--- src/rtl/bp_fe_scan_block.sv ---
// Fetch-block scanner: walks a block of 16-bit parcels, classifies the first
// control-flow instruction and carries a 32-bit instruction across blocks.

module bp_fe_scan_decode #(
  parameter bit compressed_p = 1'b1
) (
  input  logic [15:0] lo_i,
  input  logic [3:0]  hi_i,   // only the rs1 bits of the upper parcel matter
  output logic        is32_o,
  output logic [4:0]  cls_o   // {branch, jal, jalr, call, return}
);
  logic [6:0] opc;
  logic [4:0] rd, rs1, crs2;
  logic [2:0] f3;
  logic       link_rd, link_rs1;
  logic       br32, jal32, jalr32, cj, cb, cjr, cjalr;
  logic [4:0] cls32, cls16;

  assign is32_o   = (lo_i[1:0] == 2'b11) || !compressed_p;
  assign opc      = lo_i[6:0];
  assign rd       = lo_i[11:7];
  assign rs1      = {hi_i, lo_i[15]};
  assign crs2     = lo_i[6:2];
  assign f3       = lo_i[15:13];
  assign link_rd  = (rd == 5'd1) || (rd == 5'd5);
  assign link_rs1 = (rs1 == 5'd1) || (rs1 == 5'd5);

  assign br32   = (opc == 7'b1100011);
  assign jal32  = (opc == 7'b1101111);
  assign jalr32 = (opc == 7'b1100111);
  assign cls32  = {br32, jal32, jalr32, (jal32 | jalr32) & link_rd,
                   jalr32 & link_rs1 & ~(link_rd & (rd == rs1))};

  // RVC: the register field at [11:7] is rs1 for C.JR/C.JALR
  assign cj    = (lo_i[1:0] == 2'b01) && (f3 == 3'b101);
  assign cb    = (lo_i[1:0] == 2'b01) && (f3[2:1] == 2'b11);
  assign cjr   = (lo_i[1:0] == 2'b10) && (f3 == 3'b100) && !lo_i[12]
                 && (rd != 5'd0) && (crs2 == 5'd0);
  assign cjalr = (lo_i[1:0] == 2'b10) && (f3 == 3'b100) && lo_i[12]
                 && (rd != 5'd0) && (crs2 == 5'd0);
  assign cls16 = {cb, cj, cjr | cjalr, cjalr,
                  (cjr & link_rd) | (cjalr & link_rd & (rd != 5'd1))};

  assign cls_o = is32_o ? cls32 : cls16;
endmodule

module bp_fe_scan_block #(
  parameter int fetch_parcels_p      = 4,
  parameter bit compressed_support_p = 1'b1,
  parameter int vaddr_width_p        = 39,
  localparam int IdxW = $clog2(fetch_parcels_p)
) (
  input  logic                          clk_i,
  input  logic                          reset_i,
  input  logic                          redirect_i,
  input  logic                          fetch_v_i,
  output logic                          fetch_ready_o,
  input  logic [vaddr_width_p-1:0]      fetch_pc_i,
  input  logic [16*fetch_parcels_p-1:0] fetch_data_i,
  output logic                          scan_v_o,
  input  logic                          scan_yumi_i,
  output logic                          br_v_o,
  output logic                          branch_o,
  output logic                          jal_o,
  output logic                          jalr_o,
  output logic                          call_o,
  output logic                          return_o,
  output logic [IdxW-1:0]               br_idx_o,
  output logic                          br_straddle_o,
  output logic [vaddr_width_p-1:0]      br_pc_o,
  output logic                          partial_o
);
  localparam int N = fetch_parcels_p;

  typedef struct packed {
    logic                     br_v;
    logic [4:0]               cls;
    logic [IdxW-1:0]          idx;
    logic                     strad;
    logic [vaddr_width_p-1:0] pc;
    logic                     partial;
  } res_t;

  logic [N-1:0][15:0] parcel;
  logic [N-1:0][3:0]  hi_nib;
  logic [N-1:0]       is32;
  logic [N-1:0][4:0]  cls;
  logic               strad_is32;
  logic [4:0]         strad_cls;

  logic               scan_v_q, partial_q;
  logic [15:0]        partial_lo_q;
  res_t               res_d, res_q;
  logic               walk_start, accept;

  assign parcel = fetch_data_i;

  for (genvar k = 0; k < N; k++) begin : g_lane
    if (k < N-1) begin : g_hi
      assign hi_nib[k] = parcel[k+1][3:0];
    end else begin : g_last
      assign hi_nib[k] = 4'b0;
    end
    bp_fe_scan_decode #(.compressed_p(compressed_support_p)) u_dec (
      .lo_i   (parcel[k]),
      .hi_i   (hi_nib[k]),
      .is32_o (is32[k]),
      .cls_o  (cls[k])
    );
  end

  bp_fe_scan_decode #(.compressed_p(compressed_support_p)) u_strad_dec (
    .lo_i   (partial_lo_q),
    .hi_i   (parcel[0][3:0]),
    .is32_o (strad_is32),
    .cls_o  (strad_cls)
  );

  assign fetch_ready_o = ~redirect_i & (~scan_v_q | scan_yumi_i);
  assign accept        = fetch_v_i & fetch_ready_o;

  // walk_start marks parcels that begin an instruction; the carried-in upper
  // half at parcel 0 is consumed by the straddle decoder instead.
  always_comb begin
    res_d      = '0;
    walk_start = ~partial_q;
    if (partial_q && strad_is32 && (|strad_cls)) begin
      res_d.br_v  = 1'b1;
      res_d.cls   = strad_cls;
      res_d.strad = 1'b1;
    end
    for (int k = 0; k < N; k++) begin
      if (walk_start) begin
        if (is32[k] && (k == N-1)) begin
          res_d.partial = compressed_support_p;
        end else if (!res_d.br_v && (|cls[k])) begin
          res_d.br_v = 1'b1;
          res_d.cls  = cls[k];
          res_d.idx  = IdxW'(k);
        end
        walk_start = ~is32[k];
      end else begin
        walk_start = 1'b1;
      end
    end
    res_d.pc = res_d.strad ? fetch_pc_i - vaddr_width_p'(2)
                           : fetch_pc_i + (vaddr_width_p'(res_d.idx) << 1);
  end

  always_ff @(posedge clk_i or posedge reset_i) begin
    if (reset_i) begin
      scan_v_q     <= 1'b0;
      partial_q    <= 1'b0;
      partial_lo_q <= '0;
      res_q        <= '0;
    end else if (redirect_i) begin
      scan_v_q  <= 1'b0;
      partial_q <= 1'b0;
    end else if (accept) begin
      scan_v_q     <= 1'b1;
      partial_q    <= res_d.partial;
      partial_lo_q <= parcel[N-1];
      res_q        <= res_d;
    end else if (scan_yumi_i) begin
      scan_v_q <= 1'b0;
    end
  end

  assign scan_v_o      = scan_v_q;
  assign br_v_o        = res_q.br_v;
  assign branch_o      = res_q.cls[4];
  assign jal_o         = res_q.cls[3];
  assign jalr_o        = res_q.cls[2];
  assign call_o        = res_q.cls[1];
  assign return_o      = res_q.cls[0];
  assign br_idx_o      = res_q.idx;
  assign br_straddle_o = res_q.strad;
  assign br_pc_o       = res_q.pc;
  assign partial_o     = res_q.partial;
endmodule

--- config.mk ---
export PLATFORM = sky130hd
export DESIGN_NAME = bp_fe_scan_block
export DESIGN_NICKNAME = d
export VERILOG_FILES = /design/src/rtl/bp_fe_scan_block.sv
export SDC_FILE = /design/constraint.sdc
export NUM_CORES = 1
export LEC_CHECK = 0
export CORE_UTILIZATION = 40
export DETAILED_ROUTE_END_ITERATION = 16
export DONT_BUFFER_PORTS = 1
export MAX_ROUTING_LAYER = met4
export SLEW_MARGIN = 0
export SYNTH_ARGS = -nofsm -noshare
export SYNTH_HDL_FRONTEND = slang
export SYNTH_SLANG_ARGS = --single-unit
--- constraint.sdc ---
create_clock -name clk_i -period 6.1 [get_ports clk_i]
set_clock_uncertainty 0.2 [all_clocks]
set_input_delay 1.525 -clock clk_i [delete_from_list [all_inputs] [get_ports clk_i]]
set_output_delay 1.525 -clock clk_i [all_outputs]
set_load 0.005 [all_outputs]
== Yosys cells after proc, flatten, opt, wreduce, memory -nomap -nowiden ==
Index checks and enable logic that the tools add are counted.
Word-level totals
  output and inout port bits: 51
  bits of input ports: 108
  register bits: 67
  word-level logic and storage cells: 261
Operators by class
  add/sub/neg operators: 2
  eq/ne operators: 73
  bitwise logic cells: 63
  mux-type cells: 27
  reduce and logical (&&, ||, !) cells: 87
Operator list (count)
  == test 7 bit (second input constant): 15
  two-way mux 8 bit: 9
  logical AND 1 bit: 51
  == test 5 x 1 -> 1 bit (second input constant): 9
  == test 5 x 3 -> 1 bit (second input constant): 9
  adder 39 x 3 -> 39 bit: 1
  two-way mux 39 bit: 1
  subtractor 39 x 2 -> 39 bit (second input constant): 1
  AND 1 bit: 37
  == test 2 bit (second input constant): 15
  == test 3 bit (second input constant): 10
  logical NOT 5 bit: 5
  two-way mux 5 bit: 5
  inequality test 5 x 1 -> 1 bit (second input constant): 5
  nonzero test 5 bit: 5
  OR reduction 5 bit: 5
  == test 5 bit: 4
  OR 1 bit: 16
  two-way mux 1 bit: 11
  == test 2 x 1 -> 1 bit (second input constant): 5
  inverter 1 bit: 10
  logical NOT 1 bit: 9
  logical OR 1 bit: 9
  two-way mux 6 bit: 1
  4 further kinds: 4

== Longest topological paths before layout ==
Gate-level depths: netlist of the first run.
  word-level depth: 31
  gate-level depth with buffers: 22
  depth with buffers taken out: 21

== Hierarchy ==
From an unflattened synthesis of the first run, not the netlist that was laid out.
Unflattened totals
  cell total of the unflattened synthesis: 736
  area total of the unflattened synthesis: 5843.1 um^2
Modules (own cells, without submodules)
  bp_fe_scan_block: area an instance 4817.1 um^2, cells each 586, times used 1, sequential area each 1676.6 um^2
  bp_fe_scan_decode: area an instance 205.2 um^2, cells each 30, times used 5, sequential area each 0.0 um^2

== Worst setup path after synthesis of the first run ==
Ideal clock, no wire load.
  kind: input to register
  start: input port fetch_data_i[8]
  end: register res_q (netlist bit br_pc_o[20])
  path slack: -0.061 ns
  required time: 5.831 ns
  path buffers: 1
  arrival: 5.892 ns
  stages: 21
  setup time: 0.069 ns
  path through: or3_1 -> o2111ai_1 -> a41oi_1 -> o21ba_1 -> nand2_1 -> nor2_1 -> and2_1 -> buf_6 -> nor2_1 -> ha_1 -> nand2b_2 -> ha_1 -> o21ai_1 -> a21oi_1 -> o21ai_1 -> a2111oi_0 -> or2_1 -> a311o_1 -> a21oi_1 -> or4_1 -> nand3_1
Between the ends
  longest elaborated chain between the ends: 26
  elaborated cells between the ends (all ways): 39
  those cells by class: add/sub: 1; eq/ne: 4; mux: 11; bitwise: 9; reduce/logical: 14
RTL lines
  from (decl): RTL line 59  | input logic [16*fetch_parcels_p-1:0] fetch_data_i,
  nonzero test 5 bit: RTL line 38, 40
  logical AND 1 bit (2 in series): RTL line 40  | && (rd != 5'd0) && (crs2 == 5'd0);
  AND 1 bit (2 in series): RTL line 42  | (cjr & link_rd) | (cjalr & link_rd & (rd != 5'd1))};
  OR 1 bit: RTL line 42
  two-way mux 5 bit (*): RTL line 44  | assign cls_o = is32_o ? cls32 : cls16;
  OR reduction 5 bit (*): RTL line 136  | end else if (!res_d.br_v && (|cls[k])) begin
  logical AND 1 bit (*): RTL line 136
  two-way mux 8 bit (*): RTL line 136
  (+8 left out)
  two-way mux 8 bit (*): RTL line 133  | if (walk_start) begin
  logical NOT 1 bit: RTL line 136
  logical AND 1 bit: RTL line 136
  two-way mux 8 bit: RTL line 136
  two-way mux 8 bit: RTL line 134  | if (is32[k] && (k == N-1)) begin
  two-way mux 8 bit (*): RTL line 133
  adder 39 x 3 -> 39 bit (*): RTL line 147  | : fetch_pc_i + (vaddr_width_p'(res_d.idx) << 1);
  two-way mux 39 bit (*): RTL line 146  | res_d.pc = res_d.strad ? fetch_pc_i - vaddr_width_p'(2)
  to (signal assigned): RTL line 163  | res_q <= res_d;
  to (decl): RTL line 93  | res_t res_d, res_q;
Every way passes the cells marked *; elsewhere a longest branch is shown, timed or not.
A chain may end at the register's enable or synchronous reset.

== Final worst setup path of the first run ==
  start: input port fetch_data_i[61]
  end: register res_q (netlist bit br_pc_o[28])
Between the ends
  longest elaborated chain between the ends: 16
  elaborated cells between the ends (all ways): 23
  those cells by class: add/sub: 1; eq/ne: 2; mux: 5; bitwise: 5; reduce/logical: 10
RTL lines
  == test 3 bit: RTL line 37, 39
  logical AND 1 bit: RTL line 37, 39
  logical AND 1 bit: RTL line 39  | assign cjalr = (lo_i[1:0] == 2'b10) && (f3 == 3'b100) && lo_i[12]
  logical AND 1 bit (2 in series): RTL line 40
  AND 1 bit (2 in series): RTL line 42
  OR 1 bit: RTL line 42
  two-way mux 5 bit (*): RTL line 44
  OR reduction 5 bit (*): RTL line 136
  logical AND 1 bit (*): RTL line 136
  two-way mux 8 bit (*): RTL line 136
  two-way mux 8 bit (*): RTL line 134
  two-way mux 8 bit (*): RTL line 133
  adder 39 x 3 -> 39 bit (*): RTL line 147
  two-way mux 39 bit (*): RTL line 146
Marks and branches as above.

==> impl_metrics.yaml, run 1 <==
cts:
  cts_max_path_buffers: 2
  cts-htree-levels: 3
  cts.root.buffer_cell: "sky130_fd_sc_hd__clkbuf_16"
  cts_tree: "yes"
  insertion_delay_ns: 0.33
  clk_pin_slew_worst_paths_ns: 0.06
  clock_sinks: 67
  cts_made_buffers: 9
cells_and_area:
  multi_input_area_um2: 3774
  finished_cell_area_um2: 6352
  largest_register_ff_count: 39
  seqCellArea_um2: 1677
  layout.nets: 883
  area_growth_pct: 14.86
  n_antenna_cell: 0
  layout_cell_share_with_drive_strength_beyond_1: 0.1066
  fillers: 1311
worst_setup_path:
  required_time_of_the_worst_setup_path_ns: 6.08
  timing.critical_path.slowest_stage_cell: "sky130_fd_sc_hd__ha_2"
  crit_chain: "nor4b_1 > nand2_1 > or3_1 > a21oi_2 > nor2_1 > a221oi_1 > and2_1 > nor2_1 > ha_1 > nand2b_4 > ha_2 > o21ai_1 > a21oi_1 > o21ai_1 > a2111oi_2 > buf_4 > o211ai_1 > buf_4 > a21boi_0 > o31ai_1 > mux2i_1 > o311ai_1"
  setup.worst_path.start_class: "input pin"
  cp.depth: 22
  data_arrival_time_of_the_critical_path_ns: 5.76
  cp_max_fo: 9
  reg2regPathDepth: 21
  critical_path.n_buffers_inverters: 2
  max_stage_delay_ns: 0.38
  critical_path.top_delay_family: "compound AO/OA/AOI/OAI gates"
  type_of_destination_of_the_critical_path: "register"
  timing_worst_setup_path_type: "in2reg"
flow_run:
  maxCapViolCount: 0
placed_design:
  portBuffers: 0
  detailedPlacementHpwl_um: 12320
  routabilityCongestion: 0.9114
  placedInstanceArea_um2: 5958
timing:
  hold_viol_final: 0
  setup-violations-final: 0
  worst_pin_slew_ns: 0.9965
  worst_slew_margin_rel: 0.3357
  rsz0062_at_grt: "yes"
  final_min_period_over_clock_period: 0.9462
  drv_slew: 0
  period_needed_ns: 5.772
  fmaxAchievable_ghz: 0.1732
worst_hold_path:
  hp-class: "reg2reg"
  hold_path_depth: 2
synth:
  synth_top_flop_cell: "sky130_fd_sc_hd__dfrtp_1"
  synth_cell_types: 73
  synth.yosys.seq_area_share: 0.3032
  yosys_warnings: 0
  synth_cells: 707
  asyncSetResetFlopFracSynth: 1.000
  ys_seq_elements: 67
  synth-edff-count: 0
  net_count_after_synthesis: 854
  syn-mean-instance-area_um2: 7.822
  syn_area_um2: 5530
power_and_ir_drop:
  power.static_leakage_nw: 2.809
  worst_ir_drop_vdd_mv: 0.2220
  power_density_nw_per_um2: 277.6
  design_power_total_mw: 1.764
die:
  core_area_um2: 13350
  die-height_um: 119.6
  overall_die_width_um: 119.6
  ios: 159
  rows: 42
  initial_core_util: 0.4143
  dieArea_um2: 14300
grt:
  track_usage: 0.2302
  grt_remaining_overflow: 0
  grt_pass1_wl_um: 25450
  initial_antenna_violation_count: 0
  largest_net_degree_at_the_start_of_global_routing: 90
  first_global_vias: 5206
routing:
  vias_per_cell: 5.820
  wire_per_inst_um: 17.29
  starting_drc_count_in_detailed_routing: 405
  dr_total_vias: 5337
  drc_errors: 0
  initial_drt_pass_iterations: 5
  finalWirelength_um: 15860
  routed_antenna_nets: 0
outcome:
  run_status: "finished clean"
==> power by group <==
group	switching (mW)	leakage (nW)	internal (mW)
logic	0.344	1.82	0.267
registers	0.0898	0.841	0.547
clock network	0.191	0.145	0.325
==> cell usage after synthesis (7+ instances only) <==
cell type,count,area (um2)
sky130_fd_sc_hd__o21ai_1,36,180.2
sky130_fd_sc_hd__a21o_1,15,112.6
sky130_fd_sc_hd__nor2b_1,8,50.05
sky130_fd_sc_hd__xnor2_1,14,122.6
sky130_fd_sc_hd__o31ai_1,14,105.1
sky130_fd_sc_hd__o211ai_1,7,52.55
sky130_fd_sc_hd__nand4_1,9,56.30
sky130_fd_sc_hd__nand3_1,21,105.1
sky130_fd_sc_hd__clkbuf_1,19,71.32
sky130_fd_sc_hd__nor2_1,42,157.7
sky130_fd_sc_hd__a21oi_1,40,200.2
sky130_fd_sc_hd__ha_1,38,475.5
sky130_fd_sc_hd__inv_1,19,71.32
sky130_fd_sc_hd__xor2_1,15,131.4
sky130_fd_sc_hd__nand2_1,152,570.6
sky130_fd_sc_hd__nand3b_1,7,52.55
sky130_fd_sc_hd__or3_1,7,43.79
sky130_fd_sc_hd__dfrtp_1,67,1677
sky130_fd_sc_hd__o21ai_0,26,130.1
sky130_fd_sc_hd__nor3_1,20,100.1
sky130_fd_sc_hd__nand2b_1,7,43.79
sky130_fd_sc_hd__and3_1,10,62.56
==> final cells by class <==
cell class,count,area share
Clock buffer,11,0.03821
Tap cell,176,0.03467
Clock inverter,5,0.008273
Timing Repair Buffer,41,0.04904
Inverter,20,0.01182
Multi-Input combinational cell,597,0.5941
Sequential cell,67,0.2639
==> worst reg2reg max path: stages (launching register included) <==
cell and delay [ns]:
sky130_fd_sc_hd__dfrtp_1 0.47, sky130_fd_sc_hd__or3b_2 0.55, sky130_fd_sc_hd__a2111oi_4 0.37, sky130_fd_sc_hd__a211oi_2 0.08
sky130_fd_sc_hd__o21ba_1 0.20, sky130_fd_sc_hd__nand2_1 0.06, sky130_fd_sc_hd__nor2_1 0.05, sky130_fd_sc_hd__and2_1 0.18
sky130_fd_sc_hd__nor2b_1 0.18, sky130_fd_sc_hd__ha_1 0.26, sky130_fd_sc_hd__nand2b_4 0.24, sky130_fd_sc_hd__buf_6 0.23
sky130_fd_sc_hd__ha_1 0.30, sky130_fd_sc_hd__a21o_1 0.18, sky130_fd_sc_hd__o21bai_1 0.16, sky130_fd_sc_hd__a21oi_1 0.18
sky130_fd_sc_hd__o21a_1 0.19, sky130_fd_sc_hd__o22a_1 0.20, sky130_fd_sc_hd__a21oi_1 0.10, sky130_fd_sc_hd__o31ai_1 0.27
sky130_fd_sc_hd__nor3b_1 0.24, sky130_fd_sc_hd__o31ai_1 0.10
==> per-layer routing <==
metal  part of all wire  global-route usage  vias up  wire length [um]
met3              0.085             0.07510       22              1343
met4              0.016             0.07422        0               254
met5                  0                   -        -                 0
li1                   -                   -     2645                 -
met2               0.44              0.3490      202              6992
met1               0.46              0.2894     2468              7265
==> repair_timing <==
action | CTS | global route
endpoints found under the setup margin | 0 | 12
gates resized for setup | 0 | 14
hold buffers | 0 | 0
setup buffers | 0 | 2
==> per-stage QoR <==
stage          utilization  hold WS (ns)  setup TNS, ns  setup slack, ns  instances
2_1_floorplan            -        0.2464              0           0.1726        707
3_3_place_gp        0.4464        0.2644              0          0.03622        898
3_5_place_dp        0.4464        0.2696       -0.09657         -0.03792        898
4_1_cts             0.4685        0.2838              0           0.2932        914
5_1_grt             0.4759        0.3237       -0.04596         -0.02223        917
6_report            0.4759        0.2762              0           0.3279        917
==> final timing paths <==
kind | startpoint | to | slack [ns]
max | fetch_data_i[61] | br_pc_o[28] | 0.33
min | partial_lo_q[11] | partial_lo_q[11] | 0.28
max reg2reg | partial_lo_q[0] | br_pc_o[35] | 0.99
min reg2reg | partial_lo_q[11] | partial_lo_q[11] | 0.28
max in group asynchronous | reset_i | br_pc_o[36] | 3.82
min in group asynchronous | reset_i | partial_lo_q[10] | 0.91
==> cells in the final DEF (no fill, tap or decap), drive strengths merged, types with 9 or more instances in the layout <==
master,instances
nand2,152
dfrtp,67
o21ai,62
nor2,42
buf,41
a21oi,41
ha,38
nand3,21
nor3,20
inv,20
a21o,15
xor2,15
o31ai,15
xnor2,14
clkbuf,11
and3,10
nand4,9
nand2b,9
==> cell families after synthesis <==
kind of cell             share of synthesized area
AO/OA/AOI/OAI                               0.2450
XOR/XNOR                                   0.04593
adder cells (fa/ha/maj)                    0.08959
buffers and inverters                      0.03122
flip-flops                                  0.3032
multiplexers                              0.009050
AND/OR/NAND/NOR                             0.2760
Power figures use the tool's default switching activity.
==> inputs of run 2 (changes only) <==
Settings changed: SLEW_MARGIN 0 to 20.
==> results of run 2 <==
The final DEF is identical to that of run 1; final timing and power are the same.
